==> config.mk <==
export PLATFORM = sky130hd
export DESIGN_NAME = md5_round_engine
export DESIGN_NICKNAME = d
export VERILOG_FILES = /design/src/rtl/md5_pkg.sv /design/src/rtl/md5_round_step.sv /design/src/rtl/md5_round_engine.sv
export SDC_FILE = /design/constraint.sdc
export NUM_CORES = 1
export LEC_CHECK = 0
export ABC_CLOCK_PERIOD_IN_PS = 10500
export BUFFER_PORTS_ARGS = -buffer_cell sky130_fd_sc_hd__buf_2
export CAP_MARGIN = 20
export CORE_MARGIN = 2
export CORE_UTILIZATION = 56
export CTS_CLUSTER_SIZE = 25
export DETAILED_ROUTE_END_ITERATION = 10
export MAX_ROUTING_LAYER = met4
export PLACE_DENSITY = 0.82
export SLEW_MARGIN = 20
export SYNTH_ARGS = -nofsm -noshare
export SYNTH_HDL_FRONTEND = slang
export SYNTH_SLANG_ARGS = --single-unit
==> constraint.sdc <==
create_clock -name clk -period 10.5 [get_ports clk]
set_input_delay 1.05 -clock clk [delete_from_list [all_inputs] [get_ports clk]]
set_output_delay 1.05 -clock clk [all_outputs]
set_load 0.02 [all_outputs]
==> src/rtl/md5_pkg.sv <==
// rtl/md5_pkg.sv - MD5 round constants, state type and message helpers
package md5_pkg;

  localparam logic [31:0] IV_A = 32'h67452301;
  localparam logic [31:0] IV_B = 32'hefcdab89;
  localparam logic [31:0] IV_C = 32'h98badcfe;
  localparam logic [31:0] IV_D = 32'h10325476;

  localparam logic [31:0] K_TABLE [64] = '{
    32'hd76aa478, 32'he8c7b756, 32'h242070db, 32'hc1bdceee,
    32'hf57c0faf, 32'h4787c62a, 32'ha8304613, 32'hfd469501,
    32'h698098d8, 32'h8b44f7af, 32'hffff5bb1, 32'h895cd7be,
    32'h6b901122, 32'hfd987193, 32'ha679438e, 32'h49b40821,
    32'hf61e2562, 32'hc040b340, 32'h265e5a51, 32'he9b6c7aa,
    32'hd62f105d, 32'h02441453, 32'hd8a1e681, 32'he7d3fbc8,
    32'h21e1cde6, 32'hc33707d6, 32'hf4d50d87, 32'h455a14ed,
    32'ha9e3e905, 32'hfcefa3f8, 32'h676f02d9, 32'h8d2a4c8a,
    32'hfffa3942, 32'h8771f681, 32'h6d9d6122, 32'hfde5380c,
    32'ha4beea44, 32'h4bdecfa9, 32'hf6bb4b60, 32'hbebfbc70,
    32'h289b7ec6, 32'heaa127fa, 32'hd4ef3085, 32'h04881d05,
    32'hd9d4d039, 32'he6db99e5, 32'h1fa27cf8, 32'hc4ac5665,
    32'hf4292244, 32'h432aff97, 32'hab9423a7, 32'hfc93a039,
    32'h655b59c3, 32'h8f0ccc92, 32'hffeff47d, 32'h85845dd1,
    32'h6fa87e4f, 32'hfe2ce6e0, 32'ha3014314, 32'h4e0811a1,
    32'hf7537e82, 32'hbd3af235, 32'h2ad7d2bb, 32'heb86d391
  };

  localparam logic [4:0] S_TABLE [64] = '{
    5'd7, 5'd12, 5'd17, 5'd22, 5'd7, 5'd12, 5'd17, 5'd22,
    5'd7, 5'd12, 5'd17, 5'd22, 5'd7, 5'd12, 5'd17, 5'd22,
    5'd5, 5'd9,  5'd14, 5'd20, 5'd5, 5'd9,  5'd14, 5'd20,
    5'd5, 5'd9,  5'd14, 5'd20, 5'd5, 5'd9,  5'd14, 5'd20,
    5'd4, 5'd11, 5'd16, 5'd23, 5'd4, 5'd11, 5'd16, 5'd23,
    5'd4, 5'd11, 5'd16, 5'd23, 5'd4, 5'd11, 5'd16, 5'd23,
    5'd6, 5'd10, 5'd15, 5'd21, 5'd6, 5'd10, 5'd15, 5'd21,
    5'd6, 5'd10, 5'd15, 5'd21, 5'd6, 5'd10, 5'd15, 5'd21
  };

  typedef enum logic [1:0] {
    IDLE  = 2'd0,
    ROUND = 2'd1,
    FINAL = 2'd2
  } state_e;

  // Only i mod 16 matters, so 4-bit arithmetic gives the RFC index directly.
  function automatic logic [3:0] g_idx(input logic [5:0] i);
    logic [3:0] r;
    r = i[3:0];
    case (i[5:4])
      2'd0:    return r;
      2'd1:    return r * 4'd5 + 4'd1;
      2'd2:    return r * 4'd3 + 4'd5;
      default: return r * 4'd7;
    endcase
  endfunction

  // Padded single-block message for a fixed 8-byte input.
  function automatic logic [31:0] msg_word(input logic [63:0] txt, input logic [3:0] g);
    case (g)
      4'd0:    return {txt[39:32], txt[47:40], txt[55:48], txt[63:56]};
      4'd1:    return {txt[7:0], txt[15:8], txt[23:16], txt[31:24]};
      4'd2:    return 32'h00000080;
      4'd14:   return 32'h00000040;
      default: return 32'h00000000;
    endcase
  endfunction

  function automatic logic [31:0] bswap32(input logic [31:0] x);
    return {x[7:0], x[15:8], x[23:16], x[31:24]};
  endfunction

endpackage

==> src/rtl/md5_round_step.sv <==
// rtl/md5_round_step.sv - one combinational MD5 round
module md5_round_step
  import md5_pkg::*;
(
  input  logic [31:0] a_i,
  input  logic [31:0] b_i,
  input  logic [31:0] c_i,
  input  logic [31:0] d_i,
  input  logic [31:0] m_i,
  input  logic [5:0]  i_i,
  output logic [31:0] a_o,
  output logic [31:0] b_o,
  output logic [31:0] c_o,
  output logic [31:0] d_o
);

  logic [31:0] f;
  logic [31:0] sum;
  logic [63:0] rot2;

  always_comb begin
    f = 32'h0;
    case (i_i[5:4])
      2'd0:    f = (b_i & c_i) | (~b_i & d_i);
      2'd1:    f = (d_i & b_i) | (~d_i & c_i);
      2'd2:    f = b_i ^ c_i ^ d_i;
      default: f = c_i ^ (b_i | ~d_i);
    endcase
    sum  = a_i + f + K_TABLE[i_i] + m_i;
    // Upper half of the doubled word shifted left is the 32-bit rotate.
    rot2 = {sum, sum} << S_TABLE[i_i];
    a_o  = d_i;
    b_o  = b_i + rot2[63:32];
    c_o  = b_i;
    d_o  = c_i;
  end

endmodule

==> src/rtl/md5_round_engine.sv <==
// rtl/md5_round_engine.sv - iterative single-block MD5 engine for 8-char candidates
// Optional MD5_ROUND2X_EN: two chained rounds per clock (33-cycle latency).
module md5_round_engine
  import md5_pkg::*;
#(
  parameter int NROUNDS = 64
) (
  input  logic         clk,
  input  logic         reset,
  input  logic         in,
  input  logic [63:0]  txt,
  output logic         busy,
  output logic         valid,
  output logic [127:0] hash
);

`ifdef MD5_ROUND2X_EN
  localparam int RPE = 2;
`else
  localparam int RPE = 1;
`endif
  localparam logic [5:0] LAST_ROUND = 6'(NROUNDS - RPE);
  localparam logic [5:0] ROUND_INC  = 6'(RPE);

  state_e       state_q, state_d;
  logic [5:0]   round_q, round_d;
  logic [31:0]  a_q, b_q, c_q, d_q;
  logic [31:0]  a_d, b_d, c_d, d_d;
  logic [63:0]  txt_q, txt_d;
  logic [127:0] hash_q, hash_d;
  logic         valid_q, valid_d;

  logic [31:0]  m0;
  logic [31:0]  a1, b1, c1, d1;
  logic [31:0]  step_a, step_b, step_c, step_d;

  assign m0 = msg_word(txt_q, g_idx(round_q));

  md5_round_step u_step0 (
    .a_i (a_q), .b_i (b_q), .c_i (c_q), .d_i (d_q),
    .m_i (m0),  .i_i (round_q),
    .a_o (a1),  .b_o (b1),  .c_o (c1),  .d_o (d1)
  );

`ifdef MD5_ROUND2X_EN
  logic [5:0]  round1;
  logic [31:0] m1;
  logic [31:0] a2, b2, c2, d2;

  assign round1 = round_q + 6'd1;
  assign m1     = msg_word(txt_q, g_idx(round1));

  md5_round_step u_step1 (
    .a_i (a1), .b_i (b1), .c_i (c1), .d_i (d1),
    .m_i (m1), .i_i (round1),
    .a_o (a2), .b_o (b2), .c_o (c2), .d_o (d2)
  );

  assign step_a = a2;
  assign step_b = b2;
  assign step_c = c2;
  assign step_d = d2;
`else
  assign step_a = a1;
  assign step_b = b1;
  assign step_c = c1;
  assign step_d = d1;
`endif

  always_ff @(posedge clk) begin
    if (reset) begin
      state_q <= IDLE;
      round_q <= '0;
      a_q     <= '0;
      b_q     <= '0;
      c_q     <= '0;
      d_q     <= '0;
      txt_q   <= '0;
      hash_q  <= '0;
      valid_q <= 1'b0;
    end else begin
      state_q <= state_d;
      round_q <= round_d;
      a_q     <= a_d;
      b_q     <= b_d;
      c_q     <= c_d;
      d_q     <= d_d;
      txt_q   <= txt_d;
      hash_q  <= hash_d;
      valid_q <= valid_d;
    end
  end

  always_comb begin
    state_d = state_q;
    case (state_q)
      IDLE:    if (in) state_d = ROUND;
      ROUND:   if (round_q == LAST_ROUND) state_d = FINAL;
      FINAL:   state_d = IDLE;
      default: state_d = IDLE;
    endcase
  end

  always_comb begin
    round_d = round_q;
    a_d     = a_q;
    b_d     = b_q;
    c_d     = c_q;
    d_d     = d_q;
    txt_d   = txt_q;
    hash_d  = hash_q;
    valid_d = valid_q;
    case (state_q)
      IDLE: begin
        if (in) begin
          txt_d   = txt;
          round_d = '0;
          a_d     = IV_A;
          b_d     = IV_B;
          c_d     = IV_C;
          d_d     = IV_D;
          valid_d = 1'b0;
        end
      end
      ROUND: begin
        a_d     = step_a;
        b_d     = step_b;
        c_d     = step_c;
        d_d     = step_d;
        round_d = round_q + ROUND_INC;
      end
      FINAL: begin
        hash_d  = {bswap32(a_q + IV_A), bswap32(b_q + IV_B),
                   bswap32(c_q + IV_C), bswap32(d_q + IV_D)};
        valid_d = 1'b1;
      end
      default: ;
    endcase
  end

  always_comb begin
    busy  = (state_q != IDLE);
    valid = valid_q;
    hash  = hash_q;
  end

endmodule
# ---- Word level (Yosys, flattened, before mapping)
# Memory sizes are Yosys's and may differ from the RTL's.
# Cells that the tools add are included.
dict set report totals {
  register_bits 329
  romBits 2368
  output_inout_bits 130
  elab_cells 82
  mem_count 2
}
# memory depth word_bits read_ports rd_clocked_by_memory_dff write_ports line
set memory_table {}
lappend memory_table {{(name not given)} 64 32 1 0 0 md5_round_step.sv:29} ;# sum = a_i + f + K_TABLE[i_i] + m_i;
lappend memory_table {{(name not given)} 64 5 1 0 0 md5_round_step.sv:31} ;# rot2 = {sum, sum} << S_TABLE[i_i];
dict set report classes {
  add_sub_neg 11
  multipliers 3
  order_cmp 1
  n_eq_ne 10
  shift 1
  muxes 22
  n_bitwise 13
  reduce_logical 10
}
# op count
set ops {}
lappend ops {{$pmux W32 S2} 4}
lappend ops {{$mux W32} 6}
lappend ops {{$add A32 B32 Y32} 4}
lappend ops {{$and A32 B32 Y32} 4}
lappend ops {{$pmux W32 S4} 1}
lappend ops {{$or A32 B32 Y32} 3}
lappend ops {{$pmux W32 S3} 1}
lappend ops {{$xor A32 B32 Y32} 3}
lappend ops {{$add A32 B32 Y32 const B} 2}
lappend ops {{$not A32 Y32} 2}
lappend ops {{$shl A64 B5 Y64} 1}
lappend ops {{$add A32 B29 Y32 const B} 1}
lappend ops {{$add A32 B31 Y32 const B} 1}
lappend ops {{$pmux W4 S3} 1}
lappend ops {{$pmux W6 S2} 1}
lappend ops {{$mux W5} 2}
lappend ops {{$mul A4 B3 Y4 const B} 2}
lappend ops {{$reduce_and A2 Y1} 4}
lappend ops {{$ge A7 B7 Y1 const B} 1}
lappend ops {{$not A6 Y7} 1}
lappend ops {{$add A6 B1 Y6 const B} 1}
lappend ops {{$eq A6 B6 Y1 const B} 1}
lappend ops {{$mux W6} 1}
lappend ops {{$reduce_bool A2 Y1} 3}
lappend ops {{other kinds (15)} 20}

# ---- Depth between registers and ports, before layout
dict set report logic_depth {
  ltp_word 10
  ltp_mapped 44
  ltp_nobuf 41
}

# ---- Modules after synthesis
# A second synthesis with hierarchy kept.
dict set report hier_totals {
  cells_unflattened 3656
  hier_area_um2 27129.8
}
# module instances cells_per_inst area_per_inst_um2 seq_area_each_um2
set by_module_without_submodules {}
lappend by_module_without_submodules {md5_round_engine 1 1793 14470.1 6586.3}
lappend by_module_without_submodules {md5_round_step 1 1863 12659.6 0.0}

# ---- Least setup slack after synthesis
# No wires, ideal clock.
dict set report synth_path {
  path_kind {flip-flop to flip-flop}
  start {register round_q[2]}
  end {register b_q[30]}
  setup_time_ns 0.086
  arrival_time_ns 10.304
  slack_ns 0.110
  stages_incl_launch_ff 42
  path_buffers 3
  period_less_slack_ns 10.390
  path_cell_list {dfxtp_1 > inv_1 > clkbuf_1 > clkbuf_1 > ha_1 > fa_1 > xnor2_1 > xnor2_1 > mux2_2 > nand2_1 > nand2b_1 > or3_1 > clkbuf_1 > a21o_1 > fa_1 > fa_1 > inv_1 > ha_1 > [6 not listed] > xnor2_1 > mux4_2 > mux2i_1 > mux2_2 > mux2i_1 > ha_1 > fa_1 > a21o_1 > a21oi_1 > o211ai_1 > a21oi_1 > o21bai_1 > a2111oi_0 > o31ai_1 > o41a_1 > a311oi_1 > xor2_1 > a211oi_1}
}
dict set report synth_between {
  elab_chain_len 9
  elab_cells_between_ends 23
  classes_between {5 x add/sub; 3 x mul; 3 x eq/ne; 1 x shift; 7 x mux; 1 x bitwise; 1 x reduce/logical; 2 x memory}
}
# item line
set synth_lines {}
lappend synth_lines {{start, declared} md5_round_engine.sv:26} ;# logic [5:0] round_q, round_d;
lappend synth_lines {{start signal, assigned} md5_round_engine.sv:83} ;# round_q <= round_d;
lappend synth_lines {{$mul A4 B2 Y4, or another cell as far along} md5_pkg.sv:52} ;# 2'd2: return r * 4'd3 + 4'd5;
lappend synth_lines {{$add A4 B3 Y4, or another cell as far along} md5_pkg.sv:52}
lappend synth_lines {{$pmux W4 S3 or $mux W32 (tied branches)} {md5_pkg.sv:49, md5_round_step.sv:29}}
lappend synth_lines {{$eq A4 B4 Y1, or another cell as far along} md5_pkg.sv:59} ;# case (g)
lappend synth_lines {{$pmux W32 S4 or $add A32 B32 Y32 (tied branches)} {md5_pkg.sv:59, md5_round_step.sv:29}}
lappend synth_lines {{$add A32 B32 Y32} md5_round_step.sv:29}
lappend synth_lines {{$shl A64 B5 Y64 *} md5_round_step.sv:31}
lappend synth_lines {{$add A32 B32 Y32 *} md5_round_step.sv:33} ;# b_o = b_i + rot2[63:32];
lappend synth_lines {{$pmux W32 S2 *} md5_round_engine.sv:113} ;# case (state_q)
lappend synth_lines {{end signal, assigned} md5_round_engine.sv:75} ;# b_q <= '0;
lappend synth_lines {{end signal, assigned} md5_round_engine.sv:85} ;# b_q <= b_d;
lappend synth_lines {{end, declared} md5_round_engine.sv:27} ;# logic [31:0] a_q, b_q, c_q, d_q;
# Every way passes the cells marked *; elsewhere a longest branch is shown, timed or not. The select of a mux whose other input is x is not followed.
# A chain may end at the register's enable or synchronous reset.

# ---- Worst setup path in the final report
dict set report layout_path {
  start {register round_q[0]}
  end {register b_q[30]}
}
# Same word-level chain as after synthesis.

==> metrics.md <==
| Metric | Value |
|---|---|
| Root buffer cell | clkbuf_16 |
| Setup CP Type | flip-flop to flip-flop |
| Synth Area in Adders | 0.1001 |
| I/O Buffers | 196 |
| Avg Inst Size Synth | 7.294 um2 |
| Post-Syn Nets | 3,849 |
| Yosys warning count | 0 |
| Vias in the first global route | 24,660 |
| Crit start category | flip-flop |
| Clock Skew | 23.39 ps |
| Drt wl/cell | 23.13 um |
| Hold_sp | hash[84] |
| Min-Delay Path Class | flip-flop to flip-flop |
| Crit share post-route | 0.9437 |
| FILL cells | 4,131 |
| Final non-filler cell area | 29,100 um2 |
| Crit path capture type | flip-flop |
| Wl on met1 | 39,070 um |
| TritonCTS clock tree | yes |
| Cell repeated most along the worst path | fa_1 |
| Initial core utilization | 0.5671 |
| Crit path max fanout | 15 |
| Post-synth ARST share | 0 |
| Routed wire length | 98,710 um |
| Worst reg2reg path depth | 40 |
| Synth top area share | 0.2500 |
| Worst-path clk slew | 80 ps |
| Leak | 11.74 nW |
| Post-synthesis sequential area ratio | 0.2500 |
| Power per cell area | 211.1 nW/um2 |
| Distinct cells, synth | 91 |
| Failing checks | DRC |
| Post-synth EDFFs | 0 |
| Finish-stage setup viols | 0 |
| Register Area | 6599 um2 |
| Met3 wire length | 11,490 um |
| Site Rows | 79 |
| Met2 wire length | 42,350 um |
| DRC violations left | 1 |
| CTS sink cnt | 329 |
| Multi-input logic area | 18,130 um2 |
| RSZ-0062 raised after global routing | no |
| Slew Limit Fails | 0 |
| Synth area leader | dfxtp_1 |
| Clk_lat worst skew | 580 ps |
| Placed standard-cell area | 27,770 um2 |
| Simple-gate portion of the synthesized area | 0.1918 |
| GRT Util Overall | 0.3979 |
| P&R area growth vs syn | 10.44% |
| Total power | 6.142 mW |
| Worst path slowest cell | fa_1 |
| Mux cell area share after synthesis | 0.04929 |
| Peak supply drop | 0.0001694 V |
| First-pass GRT wire length | 148,600 um |
| WHS Endpoint | hash[84] |
| Compound-Gate Fraction of Synth Area | 0.2768 |
| Final Critical Period | 9909 ps |
| Worst R2R Setup Slack | 590 ps |
| Largest family of logic cells by synthesized area | compound AO/OA/AOI/OAI gates |
| Top cells by count, synth | nand2_1, a21oi_1, dfxtp_1 |
| Flops & latches, synth | 329 |
| Boundary pin count | 197 |
| Die X | 220.9 um |
| DP HPWL | 72,760 um |
| Hold-fix buffers, CTS | 0 |
| Top post-synthesis cells by area | dfxtp_1, nand2_1, a21oi_1 |
| 1st-pass router iterations | 9 |
| Nets | 3,870 |
| Final number of hold-violating endpoints | 0 |
| Post-Syn Area | 26,350 um2 |
| Max Cap Viol | 0 |
| GR Overflow Total | 0 |
| GP Congestion | 1.062 |
| Final Core Density | 0.6263 |
| CTS H-Tree Depth | 2 |
| Initial antenna violation count | 1 |
| XOR/XNOR Fraction of Synth Area | 0.06326 |
| Vias/cell | 6.467 |
| CP peak stage delay | 540 ps |
| Slew headroom | 0.3211 |
| Largest net degree at the start of global routing | 110 |
| Share of post-route cells with drive strength above 1 | 0.1262 |
| DR vias | 27,600 |
| TNS Setup | 0 ps |
| Uppermost layer routed | met4 |
| Worst R2R Start | round_q[0] |
| Die Y-Extent | 220.9 um |
| Primary FF master, synth | dfxtp_1 |
| Worst Path Required | 10,900 ps |
| CTS max path bufs | 3 |
| Total CTS buffers | 36 |
| Crit path DAT | 10,310 ps |
| Die area | 48,800 um2 |
| ANT nets after route | 0 |
| Cell count of the worst hold path | 2 |
| Top-count cell post-synth | nand2_1 |
| Core ar. | 46,460 um2 |
| Worst-Margin Slew | 1018 ps |
| Max Clk Rate | 100.9 MHz |
| Initial DRC Count | 3,694 |
| Reg2reg end | b_q[30] |
| Status | finished, violations left |
| Syn Inst Count | 3,612 |
cells by family after synthesis:
family / Yosys count
AOI/OAI and AO/OA: 1145
adders and majority gates: 170
xor gates and xnor gates: 186
and+or+nand+nor: 1191
buffers and inverters: 476
DFF: 329
muxes: 115
cell type report:
type | instances | share of cell area
flip-flops and latches | 329 | 0.2268
multi-input cells | 2807 | 0.6232
diodes | 1 | 0.00008600
clock buffers | 51 | 0.03461
well taps | 607 | 0.02610
clock inverters | 14 | 0.007353
inverters | 158 | 0.02038
repair buffers | 301 | 0.06153
power by group:
| part | total, mW | switching, mW | leakage, nW | internal [mW] |
|---|---|---|---|---|
| clock | 1.34 | 0.566 | 0.594 | 0.779 |
| sequential | 1.54 | 0.200 | 2.68 | 1.34 |
| combinational | 3.26 | 1.96 | 8.46 | 1.31 |
| total | 6.14 | 2.72 | 11.7 | 3.42 |
cell usage in the layout, fill, tap and decap left out, types with 53 or more instances in the layout:
cell type / count
xor2_1: 58
nor3_1: 107
buf_4: 104
dfxtp_1: 325
inv_1: 154
nand3_1: 53
ha_1: 100
o21ai_0: 216
a211oi_1: 87
a21oi_1: 400
nor2_1: 325
mux2i_1: 78
fa_1: 68
buf_2: 195
nand2_1: 578
xnor2_1: 123
through the flow:
| step | setup WS (ps) | instances | hold slack (ps) |
|---|---|---|---|
| floorplan | 110.3 | 3612 | 433.2 |
| global placement | 258.0 | 4201 | 435.4 |
| detailed placement | 68.75 | 4201 | 441.2 |
| CTS | 75.52 | 4266 | 448.0 |
| global route | 17.88 | 4268 | 465.6 |
| finish | 591.3 | 4268 | 446.9 |
what timing repair did:
item	CTS	global route
cloned	0	0
gates resized for setup	1	21
setup buffers	0	1
pin swaps	0	7
endpoints found under the setup margin	1	10
worst max-delay path: cells and delay by family (launching register included):
kind,cells,cell delay (ps)
adders and majority gates,7,2680
AOI/OAI and AO/OA,15,3320
xor gates and xnor gates,4,560
buffers and inverters,4,400
muxes,5,1190
and+or+nand+nor,5,1160
DFF,1,390
layer usage:
layer / track usage / vias to the layer above
li1: - / 12720
met1: 0.5123 / 12830
met2: 0.5831 / 1705
met3: 0.09441 / 349
met4: 0.1992 / 0
met5: - / -
state kept, by name (all words and copies together) (netlist names):
register / cells
d_q: 32
state_q: 2
c_q: 32
b_q: 32
a_q: 32
txt_q: 64
round_q: 6
valid: 1
hash: 128
worst max-delay path by stage:
| stage | start | endpoint | slack [ps] |
|---|---|---|---|
| 5_1_grt | round_q[0] | b_q[30] | 20 |
| 4_1_cts | round_q[0] | b_q[30] | 80 |
| 3_3_place_gp | round_q[0] | b_q[30] | 260 |
| 6_report | round_q[0] | b_q[30] | 590 |
| 3_5_place_dp | round_q[0] | b_q[30] | 70 |
| 2_1_floorplan | round_q[2] | b_q[30] | 110 |
Note: power is estimated with default switching activity, not from simulation.
